--- src/rtl/spriter_pkg.sv ---
// Shared constants and types for the spriter command path: field widths,
// screen geometry, anchor limit, command record and queue FSM encoding.
package spriter_pkg;

  localparam int ANC_W    = 19;
  localparam int SPN_W    = 5;
  localparam int CMD_W    = SPN_W + ANC_W;
  localparam int CNT_W    = 6;
  localparam int H_ACTIVE = 640;
  localparam int V_ACTIVE = 480;
  localparam int ANC_MAX  = H_ACTIVE * V_ACTIVE;

  // One queued anchor-update command.
  typedef struct packed {
    logic [SPN_W-1:0] sp_num;
    logic [ANC_W-1:0] ancora;
  } sprite_cmd_t;

  // Issue FSM encoding; exposed on the top-level state_dbg port.
  localparam logic [1:0] ST_IDLE  = 2'd0;
  localparam logic [1:0] ST_WAIT  = 2'd1;
  localparam logic [1:0] ST_ISSUE = 2'd2;
  localparam logic [1:0] ST_GAP   = 2'd3;

endpackage

--- src/rtl/sprite_cmd_fifo.sv ---
// Circular command buffer: DEPTH entries, wrapping pointers, separate occupancy
// counter. Push/pop arrive pre-qualified from the owner; clr empties the buffer.
module sprite_cmd_fifo
  import spriter_pkg::*;
#(
  parameter int DEPTH = 8
) (
  input  logic             clk,
  input  logic             rst,
  input  logic             clr,
  input  logic             push,
  input  logic             pop,
  input  sprite_cmd_t      din,
  output sprite_cmd_t      dout,
  output logic [CNT_W-1:0] count,
  output logic             full,
  output logic             empty
);

  localparam int AW = $clog2(DEPTH);

  sprite_cmd_t   mem [DEPTH];
  logic [AW-1:0] wr_ptr;
  logic [AW-1:0] rd_ptr;

  // Storage write; contents need no reset because count guards every read.
  always_ff @(posedge clk) begin
    if (push && !clr) mem[wr_ptr] <= din;
  end

  // Pointers and occupancy; DEPTH is a power of two so pointers wrap naturally.
  always_ff @(posedge clk or posedge rst) begin
    if (rst) begin
      wr_ptr <= '0;
      rd_ptr <= '0;
      count  <= '0;
    end else if (clr) begin
      wr_ptr <= '0;
      rd_ptr <= '0;
      count  <= '0;
    end else begin
      if (push) wr_ptr <= wr_ptr + AW'(1);
      if (pop)  rd_ptr <= rd_ptr + AW'(1);
      case ({push, pop})
        2'b10:   count <= count + CNT_W'(1);
        2'b01:   count <= count - CNT_W'(1);
        default: count <= count;
      endcase
    end
  end

  assign dout  = mem[rd_ptr];
  assign full  = (count == CNT_W'(DEPTH));
  assign empty = (count == '0);

endmodule

--- src/rtl/sprite_cmd_queue.sv ---
// Buffers sprite anchor updates from the processor side and issues them one at
// a time to the spriter, optionally only during vertical blanking.
// Handshake: a request is offered while change_rq=1 with sp_num/ancora_in held
// stable; it is accepted in any cycle where change_rq=1 and ready=1. Once up,
// the request is never withdrawn except by reset or flush. After each accept
// change_rq stays low for one cycle so the spriter can drop ready.
module sprite_cmd_queue #(
  parameter int DEPTH    = 8,
  parameter int V_ACTIVE = spriter_pkg::V_ACTIVE,
  parameter int VBL_ONLY = 1,
  parameter int ANC_MAX  = spriter_pkg::ANC_MAX
) (
  input  logic        clk_75,
  input  logic        reset,
  input  logic        wr_en,
  input  logic [4:0]  wr_sp_num,
  input  logic [18:0] wr_ancora,
  input  logic        flush,
  input  logic [9:0]  row,
  input  logic        ready,
  output logic        change_rq,
  output logic [4:0]  sp_num,
  output logic [18:0] ancora_in,
  output logic        full,
  output logic        empty,
  output logic [5:0]  count,
  output logic        overflow,
  output logic        range_err,
  output logic [1:0]  state_dbg
);

  import spriter_pkg::*;

  logic        [1:0] state;
  sprite_cmd_t       head;
  sprite_cmd_t       wr_cmd;
  logic              win;
  logic              accept;
  logic              bad_anc;
  logic              push_ok;
  logic              push_full;

  assign win       = (VBL_ONLY != 0) ? (int'(row) >= V_ACTIVE) : 1'b1;
  assign accept    = (state == ST_ISSUE) && ready;
  assign bad_anc   = int'(wr_ancora) >= ANC_MAX;
  // A full queue still takes a push when the head leaves in the same cycle.
  assign push_ok   = wr_en && !bad_anc && (!full || accept) && !flush;
  assign push_full = wr_en && !bad_anc && full && !accept;
  assign wr_cmd    = '{sp_num: wr_sp_num, ancora: wr_ancora};

  sprite_cmd_fifo #(.DEPTH(DEPTH)) u_fifo (
    .clk   (clk_75),
    .rst   (reset),
    .clr   (flush),
    .push  (push_ok),
    .pop   (accept),
    .din   (wr_cmd),
    .dout  (head),
    .count (count),
    .full  (full),
    .empty (empty)
  );

  // Issue FSM; request data is captured from the head on entry to ISSUE.
  always_ff @(posedge clk_75 or posedge reset) begin
    if (reset) begin
      state     <= ST_IDLE;
      sp_num    <= '0;
      ancora_in <= '0;
    end else if (flush) begin
      state     <= ST_IDLE;
      sp_num    <= '0;
      ancora_in <= '0;
    end else begin
      case (state)
        ST_IDLE, ST_GAP: begin
          if (!empty) begin
            if (win) begin
              state     <= ST_ISSUE;
              sp_num    <= head.sp_num;
              ancora_in <= head.ancora;
            end else begin
              state <= ST_WAIT;
            end
          end else begin
            state <= ST_IDLE;
          end
        end
        ST_WAIT: begin
          if (win) begin
            state     <= ST_ISSUE;
            sp_num    <= head.sp_num;
            ancora_in <= head.ancora;
          end
        end
        ST_ISSUE: begin
          if (ready) state <= ST_GAP;
        end
        default: state <= ST_IDLE;
      endcase
    end
  end

  // Sticky error flags; a bad anchor is reported as range_err only.
  always_ff @(posedge clk_75 or posedge reset) begin
    if (reset) begin
      overflow  <= 1'b0;
      range_err <= 1'b0;
    end else if (flush) begin
      overflow  <= 1'b0;
      range_err <= 1'b0;
    end else begin
      if (push_full)        overflow  <= 1'b1;
      if (wr_en && bad_anc) range_err <= 1'b1;
    end
  end

  assign change_rq = (state == ST_ISSUE);
  assign state_dbg = state;

endmodule

--- config.mk ---
export PLATFORM = sky130hd
export DESIGN_NAME = sprite_cmd_queue
export DESIGN_NICKNAME = d
export VERILOG_FILES = /design/src/rtl/spriter_pkg.sv /design/src/rtl/sprite_cmd_fifo.sv /design/src/rtl/sprite_cmd_queue.sv
export SDC_FILE = /design/constraint.sdc
export NUM_CORES = 1
export LEC_CHECK = 0
export ABC_AREA = 1
export BUFFER_PORTS_ARGS = -buffer_cell sky130_fd_sc_hd__buf_4
export CAP_MARGIN = 40
export CORE_AREA = 5 5 133 135
export CTS_CLUSTER_DIAMETER = 200
export DETAILED_ROUTE_END_ITERATION = 8
export DIE_AREA = 0 0 138 140
export GPL_TIMING_DRIVEN = 0
export PLACE_DENSITY = 0.79
export SLEW_MARGIN = 20
export SYNTH_ARGS = -nofsm -noshare
export SYNTH_HDL_FRONTEND = slang
export SYNTH_HIERARCHICAL = 1
export SYNTH_SLANG_ARGS = --single-unit
--- constraint.sdc ---
create_clock -name clk_75 -period 5.51 [get_ports clk_75]
set_input_delay 0.551 -clock clk_75 [delete_from_list [all_inputs] [get_ports clk_75]]
set_output_delay 0.551 -clock clk_75 [all_outputs]
set_load 0.05 [all_outputs]
; Word-level counts from Yosys, hierarchy flattened
; Memory sizes are Yosys's and may differ from the RTL's.
; Index checks and enable logic that the tools add are counted.
[classes]
add_sub_neg = 4
magnitude_cmp = 2
eq_ne = 9
n_mux = 26
n_reduce_logical = 24
[op_table]
columns = operator, count
row1 = 19-bit two-way mux, 3
row2 = 19-bit one-hot mux with 2 select lines, 1
row3 = "19-bit greater-or-equal comparator, second input constant", 1
row4 = 5-bit two-way mux, 3
row5 = 3-bit two-way mux, 4
row6 = 6-bit one-hot mux with 2 select lines, 1
row7 = "10-bit by 9-bit greater-or-equal comparator with 1-bit output, second input constant", 1
row8 = 2-bit two-way mux, 5
row9 = 5-bit one-hot mux with 2 select lines, 1
row10 = "3-bit != test, second input constant", 3
row11 = 1-bit logical AND, 8
row12 = 2-bit nonzero test, 4
row13 = "3-bit by 1-bit adder with 3-bit output, second input constant", 2
row14 = "6-bit by 1-bit adder with 6-bit output, second input constant", 1
row15 = "2-bit == test, second input constant", 3
row16 = "6-bit by 4-bit == test with 1-bit output, second input constant", 1
row17 = 6-bit logical NOT, 1
row18 = 1-bit two-way mux, 6
row19 = 6-bit two-way mux, 1
row20 = 2-bit one-hot mux with 3 select lines, 1
row21 = 3-bit nonzero test, 2
row22 = "6-bit by 1-bit subtractor with 6-bit output, second input constant", 1
row23 = "2-bit by 1-bit == test with 1-bit output, second input constant", 2
row24 = 1-bit logical NOT, 4
row25 = 4 further kinds, 5
[word_totals]
regBits = 40
ram_bits = 192
inputBits = 39
out_inout_bits = 37
n_memories = 1
[mem_list]
columns = name, words, word_bits, rd, rd_ports_with_merged_regs, wr, line_no
row1 = u_fifo.mem, 8, 24, 1, 0, 1, sprite_cmd_fifo.sv:22  ; sprite_cmd_t mem [DEPTH];

; Logic depth before layout (Yosys ltp)
[logic_depth]
depth_word = 8
depth_mapped = 19
mapped_depth_nobuf = 19

; Modules after synthesis
; Netlist, hierarchy kept.
[by_module_without_submodules]
columns = mod, instances, cells_per_inst, area_per_inst_um2
row1 = sprite_cmd_fifo, 1, 605, 8247.9
row2 = sprite_cmd_queue, 1, 164, 1333.8

; Worst setup path after synthesis
; OpenSTA, ideal clock, no wires.
[synth_timing]
path_kind = register to register
start = register state[1], in the netlist state_dbg[1]
end = memory u_fifo/mem[0][0] (netlist bit) (enable)
arrival_ns = 3.404
t_required_ns = 5.105
slack_ns = 1.701
path_stages_with_launch = 10
synth_period_minus_slack_ns = 3.809
path_cell_list = dfrtp_1 ha_1 nand2_1 inv_1 nor2_1 nor3_1 inv_1 nor2_1 nand2_1 nor2_1
[synth_via]
elab_chain_cells = 8
[synth_lines]
columns = element, line_no
row1 = "start, declared", sprite_cmd_queue.sv:34  ; logic [1:0] state;
row2 = "start signal, assigned", sprite_cmd_queue.sv:67  ; state <= ST_IDLE;
row3 = "start signal, assigned", sprite_cmd_queue.sv:71  ; state <= ST_IDLE;
row4 = "start signal, assigned", sprite_cmd_queue.sv:79  ; state <= ST_ISSUE;
row5 = 2-bit == test, n/a
row6 = named net change_rq, sprite_cmd_queue.sv:21  ; output logic change_rq,
row7 = 1-bit logical AND, sprite_cmd_queue.sv:44  ; assign accept = (state == ST_ISSUE) && ready;
row8 = named net accept, sprite_cmd_queue.sv:38  ; logic accept;
row9 = 1-bit logical OR, sprite_cmd_queue.sv:47  ; assign push_ok = wr_en && !bad_anc && (!full || accept) && !flush;
row10 = 1-bit logical AND (2 in series), sprite_cmd_queue.sv:47
row11 = named net push_ok, sprite_cmd_queue.sv:40  ; logic push_ok;
row12 = 1-bit logical AND, sprite_cmd_fifo.sv:28  ; if (push && !clr) mem[wr_ptr] <= din;
row13 = 1-bit two-way mux, sprite_cmd_fifo.sv:28
row14 = 1-bit two-way mux (not written as such), sprite_cmd_fifo.sv:28
row15 = "end, declared", sprite_cmd_fifo.sv:22
; The timed path passes the listed nets, and every way through them passes these cells.

; Worst setup path in the final report
[layout_timing]
start = register state[0], in the netlist state_dbg[0]
end = memory u_fifo/mem[6][1] (netlist bit) (enable)
[layout_via]
elab_chain_cells = 8
[layout_lines]
columns = element, line_no
row1 = 2-bit == test, sprite_cmd_queue.sv:44
row2 = 1-bit logical AND, sprite_cmd_queue.sv:44
row3 = named net accept, sprite_cmd_queue.sv:38
row4 = 1-bit logical OR, sprite_cmd_queue.sv:47
row5 = 1-bit logical AND (2 in series), sprite_cmd_queue.sv:47
row6 = named net push_ok, sprite_cmd_queue.sv:40
row7 = 1-bit logical AND, sprite_cmd_fifo.sv:28
row8 = 1-bit two-way mux, sprite_cmd_fifo.sv:28
row9 = 1-bit two-way mux (not written as such), sprite_cmd_fifo.sv:28
; The timed path passes the listed nets, and every way through them passes these cells.

==> flow_summary.ini <==
[die]
die_area_um2 = 19300
pin_count = 76
die_h_um = 140
start_util_pct = 58.6
row_count = 47
die_w_um = 138
coreArea_um2 = 16300

[drt]
vias_per_cell = 5.80
vias = 6426
drc = 0
wl_mm = 21.9
ant_nets = 0
wl_per_cell_um = 19.8
dr.pass1.iters = 5
drt_iter0_markers = 512

[place]
place_congestion = 0.852
io_buffers = 70
place_hpwl_mm = 14.4
place_ws_ns = 2.10

[critical_path]
crit_chain = inv_1 > ha_1 > nand2_1 > inv_1 > nor2_1 > nor3_1 > inv_1 > nor2_1 > nand2_1 > nor2_4
cpPeakStageDelay_ns = 0.73
critPathLaunchType = register
worstPathArrival_ns = 3.75
end_kind = register
path_max_fanout = 24
cp_slowest_cell = nor2_4
crit_required_ns = 5.63
worstSetupPathType = reg -> reg
crit_top_cell = inv_1

[global_route]
grt_pass1_vias = 6325
grt_pass1_wl_mm = 33.7
grtUsageTotal_pct = 22.3
antenna_found_initial = 0
overflow = 0
grt_max_degree = 29

[pwr]
power.density_nw_per_um2 = 442
clockPowerShare_pct = 31.9
vdd_drop_max_v = 0.000300
internal_power_mw = 3.41
p_switching_mw = 1.63
switching_share_pct = 32.4
cellLeakagePower_nw = 4.30
share_comb_of_total_power_pct = 27.0
power_mw = 5.04
p_seq_share_pct = 41.1

[synth]
syn-num-nets = 815
synthDistinctLibCells = 29
ys_ff_latch = 232
syn_area_um2 = 9580
synth_area_per_cell_um2 = 12.5
yosys_warnings = 6
ys_seq_area_share_pct = 70.6
synthCells = 769

[timing]
setup-violations-final = 0
skew_ns = 0.0251
tns_ns = 0
drv_slew = 0
hold_slack_ns = 0.0757
slew_headroom_pct = 44.4
rsz0062_at_grt = no
tightest_slew_ns = 0.832
hold_viol_final = 0
period_share_pct = 65.8
min_period_ns = 3.63
worst_slack_ns = 1.88
max_freq_mhz = 276

[clocking]
cts_made_buffers = 23
cts_sinks = 232
ctsResizeCount = 0
clk_latency_ns = 0.52
clk_pin_slew_ns = 0.06
clk_path_buf_depth = 3
cts_setup_buffers = 0
postCtsHoldBufs = 0
h-tree-depth = 1
cts_tree = yes
clockRootBuffer = clkbuf_16

[cells_and_area]
syn_to_final_growth_pct = 19.1
fill_cells = 1108
drive_gt1_share_pct = 18.1
num_antenna_cells = 0
nets = 917

[hold_path]
min_path_type = in -> async

[run_status]
status = complete, no violations

[run]
maxCapViolations = 0
==> through the flow <==
stage / cell area, um^2 / utilization (%) / std cells
2_1_floorplan: 9580 / - / 769
6_report: 11400 / 69.8 / 1108
5_1_grt: 11400 / 69.8 / 1108
3_5_place_dp: 10600 / 65.0 / 1066
4_1_cts: 11400 / 69.8 / 1108
3_3_place_gp: 10400 / 63.5 / 1059
==> state kept, by name, indices dropped and copies added (netlist names) <==
name	count
u_fifo/mem	192
ancora_in	19
u_fifo/count	6
sp_num	5
u_fifo/rd_ptr	3
u_fifo/wr_ptr	3
state_dbg	2
overflow	1
range_err	1
==> cell usage after synthesis <==
| cell | count | area share (%) |
|---|---|---|
| edfxtp_1 | 192 | 60 |
| nand2_1 | 170 | 6.7 |
| nor2_1 | 67 | 2.6 |
| o21ai_0 | 64 | 3.3 |
| o22ai_1 | 50 | 3.3 |
| mux2i_1 | 48 | 5.0 |
| dfrtp_1 | 40 | 10 |
| inv_1 | 33 | 1.3 |
| buf_2 | 17 | 0.89 |
| o21ai_1 | 16 | 0.84 |
| nand3_1 | 14 | 0.73 |
| clkbuf_1 | 11 | 0.43 |
| a21oi_1 | 7 | 0.37 |
| ha_1 | 7 | 0.91 |
| buf_6 | 5 | 0.59 |
| nand4_1 | 4 | 0.26 |
| o21ai_2 | 4 | 0.37 |
| buf_8 | 3 | 0.47 |
| inv_2 | 3 | 0.12 |
| nor3_1 | 3 | 0.16 |
| buf_12 | 2 | 0.42 |
| nand2_2 | 2 | 0.13 |
| buf_1 | 1 | 0.039 |
| clkbuf_4 | 1 | 0.078 |
| clkinv_1 | 1 | 0.039 |
| nand3_2 | 1 | 0.10 |
| or2_2 | 1 | 0.065 |
| xnor2_1 | 1 | 0.091 |
| xor2_1 | 1 | 0.091 |
==> routing by layer <==
layer,global-route usage [%],wire length (um),vias up
met3,3.41,1740,48
met1,29.0,8620,3116
met2,38.7,10900,319
met4,7.38,580,0
li1,-,-,2943
met5,0,0,-
==> logic make-up (layout without fill, tap and decap cells) <==
kind of cell / count (synthesis) / count (layout) / share of synthesized area, %
simple gates: 262 / 262 / 10.7
flops: 232 / 232 / 70.6
compound gates: 141 / 141 / 8.17
buf+inv: 77 / 196 / 4.36
mux: 48 / 48 / 5.01
fa+ha+maj: 7 / 7 / 0.914
xor+xnor: 2 / 2 / 0.183
==> path summary, 6_finish.rpt <==
| path | depth (start not counted) | slack, ns | from | to |
|---|---|---|---|---|
| hold / removal | 2 | 0.08 | reset | u_fifo/count[3] |
| setup / recovery | 10 | 1.88 | state_dbg[0] | u_fifo/mem[6][1] |
| hold reg to reg | 2 | 0.49 | ancora_in[13] | ancora_in[13] |
| min in group clk_75 | 2 | 0.26 | flush | overflow |
| max in group asynchronous | 2 | 4.89 | reset | ancora_in[0] |
| setup reg to reg | 10 | 1.88 | state_dbg[0] | u_fifo/mem[6][1] |
==> layout make-up <==
cell class	count	area [um^2]	share of cell area (%)
flip-flops and latches	232	6770	59.3
clock buffers	29	618	5.42
multi-input cells	460	2460	21.5
clock inverters	13	169	1.48
well taps	220	275	2.41
plain buffers	40	279	2.45
repair buffers	77	706	6.18
inverters	37	139	1.22
==> power groups by stage <==
stage                     Sequential (mW)  Clock (mW)  Combinational [mW]
after global routing                 2.08        1.70                1.45
after CTS                            2.07        1.63                1.36
after floorplan                      2.42           0               0.611
after global placement               2.10           0                1.32
after detailed placement             2.11           0                1.35
final                                2.07        1.61                1.36
==> cells in the final DEF, fill, tap and decap left out, types with 15 or more instances in the layout <==
cell type	instances
clkbuf_16	23
o21ai_0	64
dfrtp_1	40
o21ai_1	16
mux2i_1	48
nor2_1	59
clkbuf_1	15
nand2_1	170
buf_2	17
edfxtp_1	192
o22ai_1	50
buf_4	70
inv_1	32
==> critical path: cells and delay by family (launching register included) <==
family / cells / cell delay, ns
flip-flops: 1 / 0.41
adder cells (fa/ha/maj): 1 / 0.24
AND/OR/NAND/NOR: 6 / 1.94
buffers and inverters: 3 / 0.61
Note: power is estimated with default switching activity, not from simulation.
